[config.mk]
export PLATFORM = sky130hd
export DESIGN_NAME = issue_hazard_scoreboard_flat
export DESIGN_NICKNAME = d
export VERILOG_FILES = /design/src/rtl/issue_hazard_scoreboard_if.sv /design/src/rtl/issue_hazard_scoreboard.sv /design/src/flat_wrapper.sv
export SDC_FILE = /design/constraint.sdc
export NUM_CORES = 1
export LEC_CHECK = 0
export CORE_MARGIN = 8
export CORE_UTILIZATION = 45
export CTS_CLUSTER_SIZE = 20
export DETAILED_ROUTE_END_ITERATION = 7
export PLACE_DENSITY_LB_ADDON = 0.2
export SLEW_MARGIN = 5
export SYNTH_ARGS = -nofsm -noshare
export SYNTH_HDL_FRONTEND = slang
export SYNTH_SLANG_ARGS = --single-unit
[constraint.sdc]
create_clock -name clock -period 14.9 [get_ports clock]
set_input_delay 4.47 -clock clock [delete_from_list [all_inputs] [get_ports clock]]
set_output_delay 4.47 -clock clock [all_outputs]
set_load 0.1 [all_outputs]
[src/rtl/issue_hazard_scoreboard_if.sv]
// Issue-boundary interface for issue_hazard_scoreboard.
// Carries the decoded bundle from the front end and returns the issue decision.
//   squash       : pipeline flush (front end -> scoreboard)
//   id_valid     : per-way valid, contiguous from way 0
//   id_rs1/rs2   : 5-bit source registers, way i at [i*5 +: 5]
//   id_dest      : 5-bit destination register per way (0 = no write)
//   id_lat       : LAT_W-bit producer latency per way
//   issue_count  : number of leading ways issuing this cycle
//   rollback     : valid ways that must be re-presented next cycle
//   busy_regs    : per-register pending-write flags
//   stall_cycles : saturating full-stall cycle counter
interface issue_hazard_scoreboard_if #(
  parameter int WAYS     = 3,
  parameter int NUM_REGS = 32,
  parameter int LAT_W    = 3,
  parameter int PERF_W   = 16
);
  localparam int CNT_W = $clog2(WAYS + 1);

  logic                   squash;
  logic [WAYS-1:0]        id_valid;
  logic [WAYS*5-1:0]      id_rs1;
  logic [WAYS*5-1:0]      id_rs2;
  logic [WAYS*5-1:0]      id_dest;
  logic [WAYS*LAT_W-1:0]  id_lat;
  logic [CNT_W-1:0]       issue_count;
  logic [CNT_W-1:0]       rollback;
  logic [NUM_REGS-1:0]    busy_regs;
  logic [PERF_W-1:0]      stall_cycles;

  modport master (
    output squash, id_valid, id_rs1, id_rs2, id_dest, id_lat,
    input  issue_count, rollback, busy_regs, stall_cycles
  );

  modport slave (
    input  squash, id_valid, id_rs1, id_rs2, id_dest, id_lat,
    output issue_count, rollback, busy_regs, stall_cycles
  );
endinterface

[src/rtl/issue_hazard_scoreboard.sv]
// N-way issue hazard scoreboard at the ID/issue boundary.
// Tracks a pending-write latency countdown per architectural register and,
// each cycle, reports how many leading ways of the decoded bundle may issue
// in order. Ways that cannot issue are rolled back for re-presentation.
//   clock : rising-edge clock
//   reset : asynchronous active-high reset (clears scoreboard and perf counter)
//   sb    : slave side of issue_hazard_scoreboard_if (bundle in, decision out)
module issue_hazard_scoreboard #(
  parameter int WAYS     = 3,
  parameter int NUM_REGS = 32,
  parameter int LAT_W    = 3,
  parameter int MAX_LAT  = 6,
  parameter int PERF_W   = 16
) (
  input logic                      clock,
  input logic                      reset,
  issue_hazard_scoreboard_if.slave sb
);
  localparam int                CNT_W     = $clog2(WAYS + 1);
  localparam logic [LAT_W-1:0]  LAT_CLAMP = LAT_W'(MAX_LAT);

  logic [LAT_W-1:0]    cnt_q [NUM_REGS];
  logic [LAT_W-1:0]    cnt_d [NUM_REGS];
  logic [PERF_W-1:0]   stall_cycles_q, stall_cycles_d;
  logic [CNT_W-1:0]    valid_cnt, issue_cnt;
  logic [WAYS-1:0]     issue_mask;
  logic [NUM_REGS-1:0] busy;

  function automatic logic [LAT_W-1:0] clamp_lat(input logic [LAT_W-1:0] lat);
    return (lat > LAT_CLAMP) ? LAT_CLAMP : lat;
  endfunction

  // ---- issue decision (combinational from scoreboard and bundle) ----
  always_comb begin
    logic       in_prefix;
    logic       stop;
    logic       ok;
    logic [4:0] s1, s2, dj;
    valid_cnt  = '0;
    issue_cnt  = '0;
    issue_mask = '0;
    in_prefix  = 1'b1;
    stop       = 1'b0;
    ok         = 1'b0;
    s1         = '0;
    s2         = '0;
    dj         = '0;
    for (int i = 0; i < WAYS; i++) begin
      s1 = sb.id_rs1[i*5 +: 5];
      s2 = sb.id_rs2[i*5 +: 5];
      ok = ((s1 == 5'd0) || (cnt_q[s1] == '0)) &&
           ((s2 == 5'd0) || (cnt_q[s2] == '0));
      // No same-cycle forwarding: any earlier producer in the bundle blocks.
      for (int j = 0; j < i; j++) begin
        dj = sb.id_dest[j*5 +: 5];
        if ((dj != 5'd0) && ((dj == s1) || (dj == s2)))
          ok = 1'b0;
      end
      // Ways after the first invalid one are ignored entirely.
      if (!sb.id_valid[i])
        in_prefix = 1'b0;
      if (in_prefix) begin
        valid_cnt = valid_cnt + CNT_W'(1);
        if (!stop && ok && !sb.squash) begin
          issue_cnt     = issue_cnt + CNT_W'(1);
          issue_mask[i] = 1'b1;
        end else begin
          stop = 1'b1;
        end
      end
    end
  end

  // ---- scoreboard next state ----
  always_comb begin
    logic [4:0] dk;
    dk = '0;
    for (int r = 0; r < NUM_REGS; r++)
      cnt_d[r] = (cnt_q[r] != '0) ? cnt_q[r] - 1'b1 : '0;
    // Ascending order so the highest issued way wins on a shared dest.
    for (int k = 0; k < WAYS; k++) begin
      dk = sb.id_dest[k*5 +: 5];
      if (issue_mask[k] && (dk != 5'd0))
        cnt_d[dk] = clamp_lat(sb.id_lat[k*LAT_W +: LAT_W]);
    end
    cnt_d[0] = '0;
    if (sb.squash) begin
      for (int r = 0; r < NUM_REGS; r++)
        cnt_d[r] = '0;
    end

    stall_cycles_d = stall_cycles_q;
    if (sb.id_valid[0] && !sb.squash && (issue_cnt == '0) && (stall_cycles_q != '1))
      stall_cycles_d = stall_cycles_q + PERF_W'(1);
  end

  // ---- state registers ----
  always_ff @(posedge clock or posedge reset) begin
    if (reset) begin
      for (int r = 0; r < NUM_REGS; r++)
        cnt_q[r] <= '0;
      stall_cycles_q <= '0;
    end else begin
      for (int r = 0; r < NUM_REGS; r++)
        cnt_q[r] <= cnt_d[r];
      stall_cycles_q <= stall_cycles_d;
    end
  end

  // ---- outputs ----
  always_comb begin
    busy = '0;
    for (int r = 1; r < NUM_REGS; r++)
      busy[r] = (cnt_q[r] != '0);
  end

  assign sb.issue_count  = issue_cnt;
  assign sb.rollback     = valid_cnt - issue_cnt;
  assign sb.busy_regs    = busy;
  assign sb.stall_cycles = stall_cycles_q;
endmodule

[src/flat_wrapper.sv]
// flat-port wrapper written by rule: the top's interface ports become plain ports
module issue_hazard_scoreboard_flat 
#(
  parameter int WAYS     = 3,
  parameter int NUM_REGS = 32,
  parameter int LAT_W    = 3,
  parameter int MAX_LAT  = 6,
  parameter int PERF_W   = 16
)
  (clock, reset, sb_squash, sb_id_valid, sb_id_rs1, sb_id_rs2, sb_id_dest, sb_id_lat, sb_issue_count, sb_rollback, sb_busy_regs, sb_stall_cycles);
  issue_hazard_scoreboard_if #(.WAYS(WAYS), .NUM_REGS(NUM_REGS), .LAT_W(LAT_W), .PERF_W(PERF_W)) sb_i ();
  input logic clock;
  input logic reset;
  input wire logic [$bits(sb_i.squash)-1:0] sb_squash;
  input wire logic [$bits(sb_i.id_valid)-1:0] sb_id_valid;
  input wire logic [$bits(sb_i.id_rs1)-1:0] sb_id_rs1;
  input wire logic [$bits(sb_i.id_rs2)-1:0] sb_id_rs2;
  input wire logic [$bits(sb_i.id_dest)-1:0] sb_id_dest;
  input wire logic [$bits(sb_i.id_lat)-1:0] sb_id_lat;
  output wire logic [$bits(sb_i.issue_count)-1:0] sb_issue_count;
  output wire logic [$bits(sb_i.rollback)-1:0] sb_rollback;
  output wire logic [$bits(sb_i.busy_regs)-1:0] sb_busy_regs;
  output wire logic [$bits(sb_i.stall_cycles)-1:0] sb_stall_cycles;
  assign sb_i.squash = sb_squash;
  assign sb_i.id_valid = sb_id_valid;
  assign sb_i.id_rs1 = sb_id_rs1;
  assign sb_i.id_rs2 = sb_id_rs2;
  assign sb_i.id_dest = sb_id_dest;
  assign sb_i.id_lat = sb_id_lat;
  assign sb_issue_count = sb_i.issue_count;
  assign sb_rollback = sb_i.rollback;
  assign sb_busy_regs = sb_i.busy_regs;
  assign sb_stall_cycles = sb_i.stall_cycles;
  issue_hazard_scoreboard #(.WAYS(WAYS), .NUM_REGS(NUM_REGS), .LAT_W(LAT_W), .MAX_LAT(MAX_LAT), .PERF_W(PERF_W)) u_core (.clock(clock), .reset(reset), .sb(sb_i));
endmodule
### After elaboration in Yosys (flattened, before gate mapping)

Index checks and enable logic that the tools add are counted.

| storage, ports and cells | value |
|---|---|
| output and inout port bits | 52 |
| input bits | 60 |
| logic and storage cells | 272 |
| register bits after elaboration | 109 |

| cells by class | value |
|---|---|
| mux-type cells | 91 |
| equal/unequal tests | 7 |
| reductions and logical operators | 80 |
| $lt $le $gt $ge | 15 |
| bitwise operators | 9 |
| add/subtract/negate cells | 38 |

Operator list:

| operator | count |
|---|---|
| $bwmux 96 | 3 |
| $mux 96 | 2 |
| $mux 93 | 2 |
| $mux 3 | 50 |
| $reduce_bool 3->1 | 31 |
| $sub 3x1->3 const B | 31 |
| $bmux 3 s5 | 6 |
| $ge 6x6->1 const B | 9 |
| $not 5->6 | 9 |
| $demux 3 s5 | 3 |
| $eq 5x5->1 | 6 |
| $logic_not 5->1 | 6 |
| $logic_and 1x1->1 | 20 |
| $logic_not 3->1 | 6 |
| $lt 6x1->1 const B | 3 |
| $mux 1 | 18 |
| $add 16x1->16 const B | 1 |
| $ne 16x16->1 const B | 1 |
| $reduce_bool 5->1 | 3 |
| $mux 2 | 7 |
| $gt 3x3->1 const B | 3 |
| $logic_or 1x1->1 | 9 |
| $add 2x1->2 const B | 3 |
| $logic_not 1->1 | 3 |
| other kinds (5) | 5 |

### Logic depth before layout (Yosys ltp)

Gate-level depths: netlist (run 1).

| logic depth | value |
|---|---|
| word-level depth | 23 |
| gate-level depth with buffers | 19 |
| gate-level depth less buffers | 18 |

### Least setup slack after synthesis (run 1)

Ideal clock, no wire load.

| timing path | value |
|---|---|
| path kind | input to output |
| from | input port sb_id_rs1[5] |
| to | output port sb_rollback[1] |
| arrival | 9.879 ns |
| data required time | 10.430 ns |
| stages | 18 |
| path slack | 0.551 ns |
| cells stage by stage | buf_4 -> inv_4 -> mux4_2 -> mux2_2 -> a211oi_1 -> and4bb_2 -> nand2_1 -> a21oi_1 -> ha_1 -> nand2_1 -> o21ai_1 -> nand2_1 -> xnor2_1 -> ha_1 -> or3_1 -> a22oi_1 -> a21oi_1 -> nand3_1 |

| on the way | value |
|---|---|
| word-level cells in the longest chain between the ends | 18 |
| elaborated cells between the ends (all ways) | 25 |
| classes of those cells | add/sub (2); eq/ne (1); mux (10); bitwise (1); reduce/logical (11) |

RTL lines:

| what | RTL line | source |
|---|---|---|
| from (decl) | flat_wrapper.sv:16 | `input wire logic [$bits(sb_i.id_rs1)-1:0] sb_id_rs1;` |
| $not 5->6 (not written as such) | issue_hazard_scoreboard.sv:51 | `ok = ((s1 == 5'd0) \|\| (cnt_q[s1] == '0)) &&` |
| $bmux 3 s5 | issue_hazard_scoreboard.sv:51 |  |
| $mux 3 (not written as such) (2 in series) | issue_hazard_scoreboard.sv:51 |  |
| $logic_not 3->1 | issue_hazard_scoreboard.sv:51 |  |
| $logic_or 1x1->1 | issue_hazard_scoreboard.sv:51 |  |
| $logic_and 1x1->1 | issue_hazard_scoreboard.sv:51 |  |
| $mux 1 (*) | issue_hazard_scoreboard.sv:56 | `if ((dj != 5'd0) && ((dj == s1) \|\| (dj == s2)))` |
| $logic_and 1x1->1 (*) (2 in series) | issue_hazard_scoreboard.sv:64 | `if (!stop && ok && !sb.squash) begin` |
| branches (longest 6 deep; another with $add 2x1->2) | -- |  |
| $mux 2 (*) | issue_hazard_scoreboard.sv:62 | `if (in_prefix) begin` |
| net sb_issue_count[0] | flat_wrapper.sv:20 | `output wire logic [$bits(sb_i.issue_count)-1:0] sb_issue_count;` |
| $sub 2x2->2 (*) | issue_hazard_scoreboard.sv:118 | `assign sb.rollback = valid_cnt - issue_cnt;` |
| to (decl) | flat_wrapper.sv:21 | `output wire logic [$bits(sb_i.rollback)-1:0] sb_rollback;` |

Mark *: on every way through the listed nets, which the timed path passes. The select of a mux whose other input is x is not followed.

### Final worst setup path (run 1)

| timing path | value |
|---|---|
| from | input port sb_id_rs2[5] |
| to | output port sb_rollback[1] |

| on the way | value |
|---|---|
| word-level cells in the longest chain between the ends | 18 |
| elaborated cells between the ends (all ways) | 25 |
| classes of those cells | add/sub (2); eq/ne (1); mux (10); bitwise (1); reduce/logical (11) |

RTL lines:

| what | RTL line | source |
|---|---|---|
| from (decl) | flat_wrapper.sv:17 | `input wire logic [$bits(sb_i.id_rs2)-1:0] sb_id_rs2;` |
| $not 5->6 (not written as such) | issue_hazard_scoreboard.sv:52 | `((s2 == 5'd0) \|\| (cnt_q[s2] == '0));` |
| $bmux 3 s5 | issue_hazard_scoreboard.sv:52 |  |
| $mux 3 (not written as such) (2 in series) | issue_hazard_scoreboard.sv:52 |  |
| $logic_not 3->1 | issue_hazard_scoreboard.sv:52 |  |
| $logic_or 1x1->1 | issue_hazard_scoreboard.sv:52 |  |
| $logic_and 1x1->1 | issue_hazard_scoreboard.sv:51 |  |
| $mux 1 (*) | issue_hazard_scoreboard.sv:56 |  |
| $logic_and 1x1->1 (*) (2 in series) | issue_hazard_scoreboard.sv:64 |  |
| branches (longest 6 deep; another with $add 2x1->2) | -- |  |
| $mux 2 (*) | issue_hazard_scoreboard.sv:62 |  |
| $sub 2x2->2 (*) | issue_hazard_scoreboard.sv:118 |  |

Every way passes the cells marked *. The select of a mux whose other input is x is not followed.

==> results of run 1 <==
[registers in the layout, indices dropped and copies added, names as in the netlist]
signal	cells
u_core.sb.stall_cycles	16
u_core.cnt_q	93
[final timing paths]
check / cells after the start / startpoint / end / slack, ps
worst max-delay path: 19 / sb_id_rs2[5] / sb_rollback[1] / 1200
worst min-delay path: 1 / u_core.sb.stall_cycles[5] / u_core.sb.stall_cycles[5] / 500
worst max register to register: 14 / u_core.cnt_q[66] / u_core.sb.stall_cycles[3] / 9770
worst min register to register: 1 / u_core.sb.stall_cycles[5] / u_core.sb.stall_cycles[5] / 500
max in group asynchronous: 3 / reset / u_core.cnt_q[72] / 9020
min in group asynchronous: 2 / reset / u_core.cnt_q[45] / 4590
[per-stage QoR]
step | total power, W | area [µm²]
6_report | 0.000842 | 13900
5_1_grt | 0.000867 | 13900
4_1_cts | 0.000840 | 13900
3_5_place_dp | 0.000580 | 13600
3_3_place_gp | 0.000579 | 13600
2_1_floorplan | 0.000495 | 12300
[layout by cell type, fill, tap and decap left out, types with 11 or more instances in the layout]
cell type | Yosys | routed
buf_4 | 3 | 36
a211oi_1 | 28 | 28
o211ai_1 | 12 | 12
a22oi_1 | 17 | 17
mux4_2 | 14 | 14
nor3_1 | 40 | 38
nand2b_1 | 18 | 18
xnor2_1 | 35 | 35
nor3_2 | 9 | 11
or2_2 | 23 | 23
nor2_1 | 168 | 168
ha_1 | 65 | 65
nor3b_1 | 12 | 11
nand2_1 | 120 | 120
mux2i_1 | 186 | 186
nand3_1 | 27 | 27
o21ai_0 | 53 | 53
a21oi_1 | 20 | 20
inv_1 | 116 | 115
a2bb2oi_1 | 16 | 16
dfrtp_1 | 109 | 109
nor4_1 | 24 | 24
nand4_1 | 39 | 39
mux2_2 | 51 | 51
clkdlybuf4s50_1 | 0 | 104
or3_1 | 11 | 11
[worst max-delay path, delay by kind of cell]
family	cells	cell delay, ps
buffers and inverters	2	1180
XOR/XNOR	1	120
AO/OA/AOI/OAI	7	1120
AND/OR/NAND/NOR	7	1790
adder cells (fa/ha/maj)	2	520
[power groups by stage]
stage,Sequential (W),Combinational [W],Clock [W]
5_1_grt,0.000318,0.000275,0.000274
6_report,0.000316,0.000263,0.000263
2_1_floorplan,0.000375,0.000120,0
3_3_place_gp,0.000321,0.000258,0
4_1_cts,0.000316,0.000259,0.000265
3_5_place_dp,0.000322,0.000258,0
[final cells by class]
type	instances	area [µm²]
clock buffers	11	253
diodes	3	7.51
inverters	117	444
fillers	2551	13000
multi-input cells	1150	8680
clock inverters	5	58.8
repair buffers	142	1320
flip-flops and latches	109	2730
well taps	341	427
[routing by layer]
layer | wire [µm] | share of wire, % | vias up
li1 | - | - | 5381
met1 | 19400 | 40 | 5773
met2 | 20300 | 42 | 789
met3 | 5470 | 11 | 214
met4 | 3200 | 6.6 | 0
met5 | 0 | 0 | -
[kinds of logic (layout without fill, tap and decap cells)]
kind of cell               count (synthesis)  count (layout)  synth area share, %
muxes                                    252             252                 22.5
xor gates and xnor gates                  45              45                 3.21
other                                      1               4               0.0306
and+or+nand+nor                          574             574                 26.1
buffers and inverters                    219             275                 7.29
DFF                                      109             109                 22.2
adders and majority gates                 65              65                 6.63
AOI/OAI and AO/OA                        213             213                 12.0
==> metrics.cfg, run 1 <==
[logic_synthesis]
synth_nets=1603
yosys_warnings=0
synth_top_area_share_pct=22.2
synth_edf_count=0
async_flop_share_pct=100
synthDistinctLibCells=83
syn-instance-count=1478
netlist_top_cells_area=dfrtp_1, mux2i_1, ha_1
synth.most_common_cell=mux2i_1
syn_avg_cell_area_um2=8.30
synthFlopType=dfrtp_1
netlist_area_mm2=0.0123
yosys.area.top_type=dfrtp_1
synthTopCellsByCount=mux2i_1, nor2_1, nand2_1, inv_1, dfrtp_1
ys_seq_elements=109
ys_seq_area_share_pct=22.2

[timing]
whs_ps=497
drv_slew=0
fin_setup_tns_ps=0
clock.fmax_mhz=73.0
finalHoldViolCount=0
period_needed_ps=13700
layout_setup_ws_ps=1200
tightest_slew_ps=1400
slew_headroom_pct=6.03
finalSetupViolations=0
fin_worst_skew_ps=8.72
period_share_pct=91.9
rsz0062_at_grt=false

[clock_tree]
cts_setup_buffers=0
clk_pin_slew_ps=70
cts-htree-levels=3
clock_path_buffers=2
clk_latency_ps=360
cts_sinks=109
cts_buffers=9
clock-root-buffer=clkbuf_16
cts_resized=0
cts_hold_buffers=0
cts_tree=built

[finish]
nets=1654
drive_gt1_share_pct=12.3
area_growth_pct=13.4
final_util_pct=51.8
final_cell_count_no_fill=1878

[placement]
gp_congestion=0.995
dp_cells=1859
dp_hpwl_mm=33.6
dp_slack_ps=1330
portBuffers=110

[power_and_ir_drop]
p_int_w=0.000518
p_sw_share_pct=38.5
p_leak_nw=6.76
pwr-share-clk_pct=31.2
pwr-share-seq_pct=37.5
pwr-share-comb_pct=31.3
p_per_area_mw_per_mm2=60.5
p_sw_w=0.000324
peakVddDrop_mv=0.0610

[global_routing]
busiest_layer=met2
met3_usage_pct=7.50
grt_pass1_vias=12100
globalRouteMet1Util_pct=36.5
grt_first_pass_wirelength_mm=72.4
grt_max_degree=65
grt_use_met2_pct=42.6
grt_remaining_overflow=0
track_usage_pct=28.6
antenna_found_initial=1

[routing]
drcViolationCount=0
drt_pass1_iterations=6
vias_per_cell=6.47
drt_wl_total_mm=48.4
vias=12200
wl_per_cell_um=25.8
drtAntennaViolNets=0
initialDrtViolationCount=1598

[setup_path]
criticalPathCategory=input pin to output pin
crit_path_frequent_cell=nand2_1
path_cells=clkdlybuf4s50_1 -> nor4_1 -> a211oi_1 -> or4_1 -> o22ai_1 -> a41o_1 -> nand2_1 -> a21oi_1 -> ha_1 -> nand2_1 -> o21ai_1 -> nand2_1 -> xnor2_1 -> ha_1 -> or3_1 -> a22oi_1 -> a21oi_1 -> nand3_1 -> buf_4
endpoint_kind=output pin
critPathArrivalTime_ps=9230
slowest_stage=clkdlybuf4s50_1
cpPeakStageDelay_ps=890
crit_fanout=24
cp-start-kind=input pin
cp_data_required_time_ps=10430

[floorplan]
initial_core_util_pct=45.7
io_pins=112
die_h_um=181
core_area_mm2=0.0269
die_x_um=181
rows=60
design.die.area_mm2=0.0328

[flow_run]
max-cap-violations=0

[outcome]
status=finished clean

[min_path]
min-delay-path-class=flop to flop

No activity file was read; power rests on OpenSTA's default activity.
==> inputs of run 2 (changes only) <==
--- a/config.mk
+++ b/config.mk
@@ -7,7 +7,6 @@
 export LEC_CHECK = 0
 export CORE_MARGIN = 8
 export CORE_UTILIZATION = 45
-export CTS_CLUSTER_SIZE = 20
 export DETAILED_ROUTE_END_ITERATION = 7
 export PLACE_DENSITY_LB_ADDON = 0.2
 export SLEW_MARGIN = 5
==> results of run 2 <==
No change in the layout: final DEF, timing and power equal those of run 1.
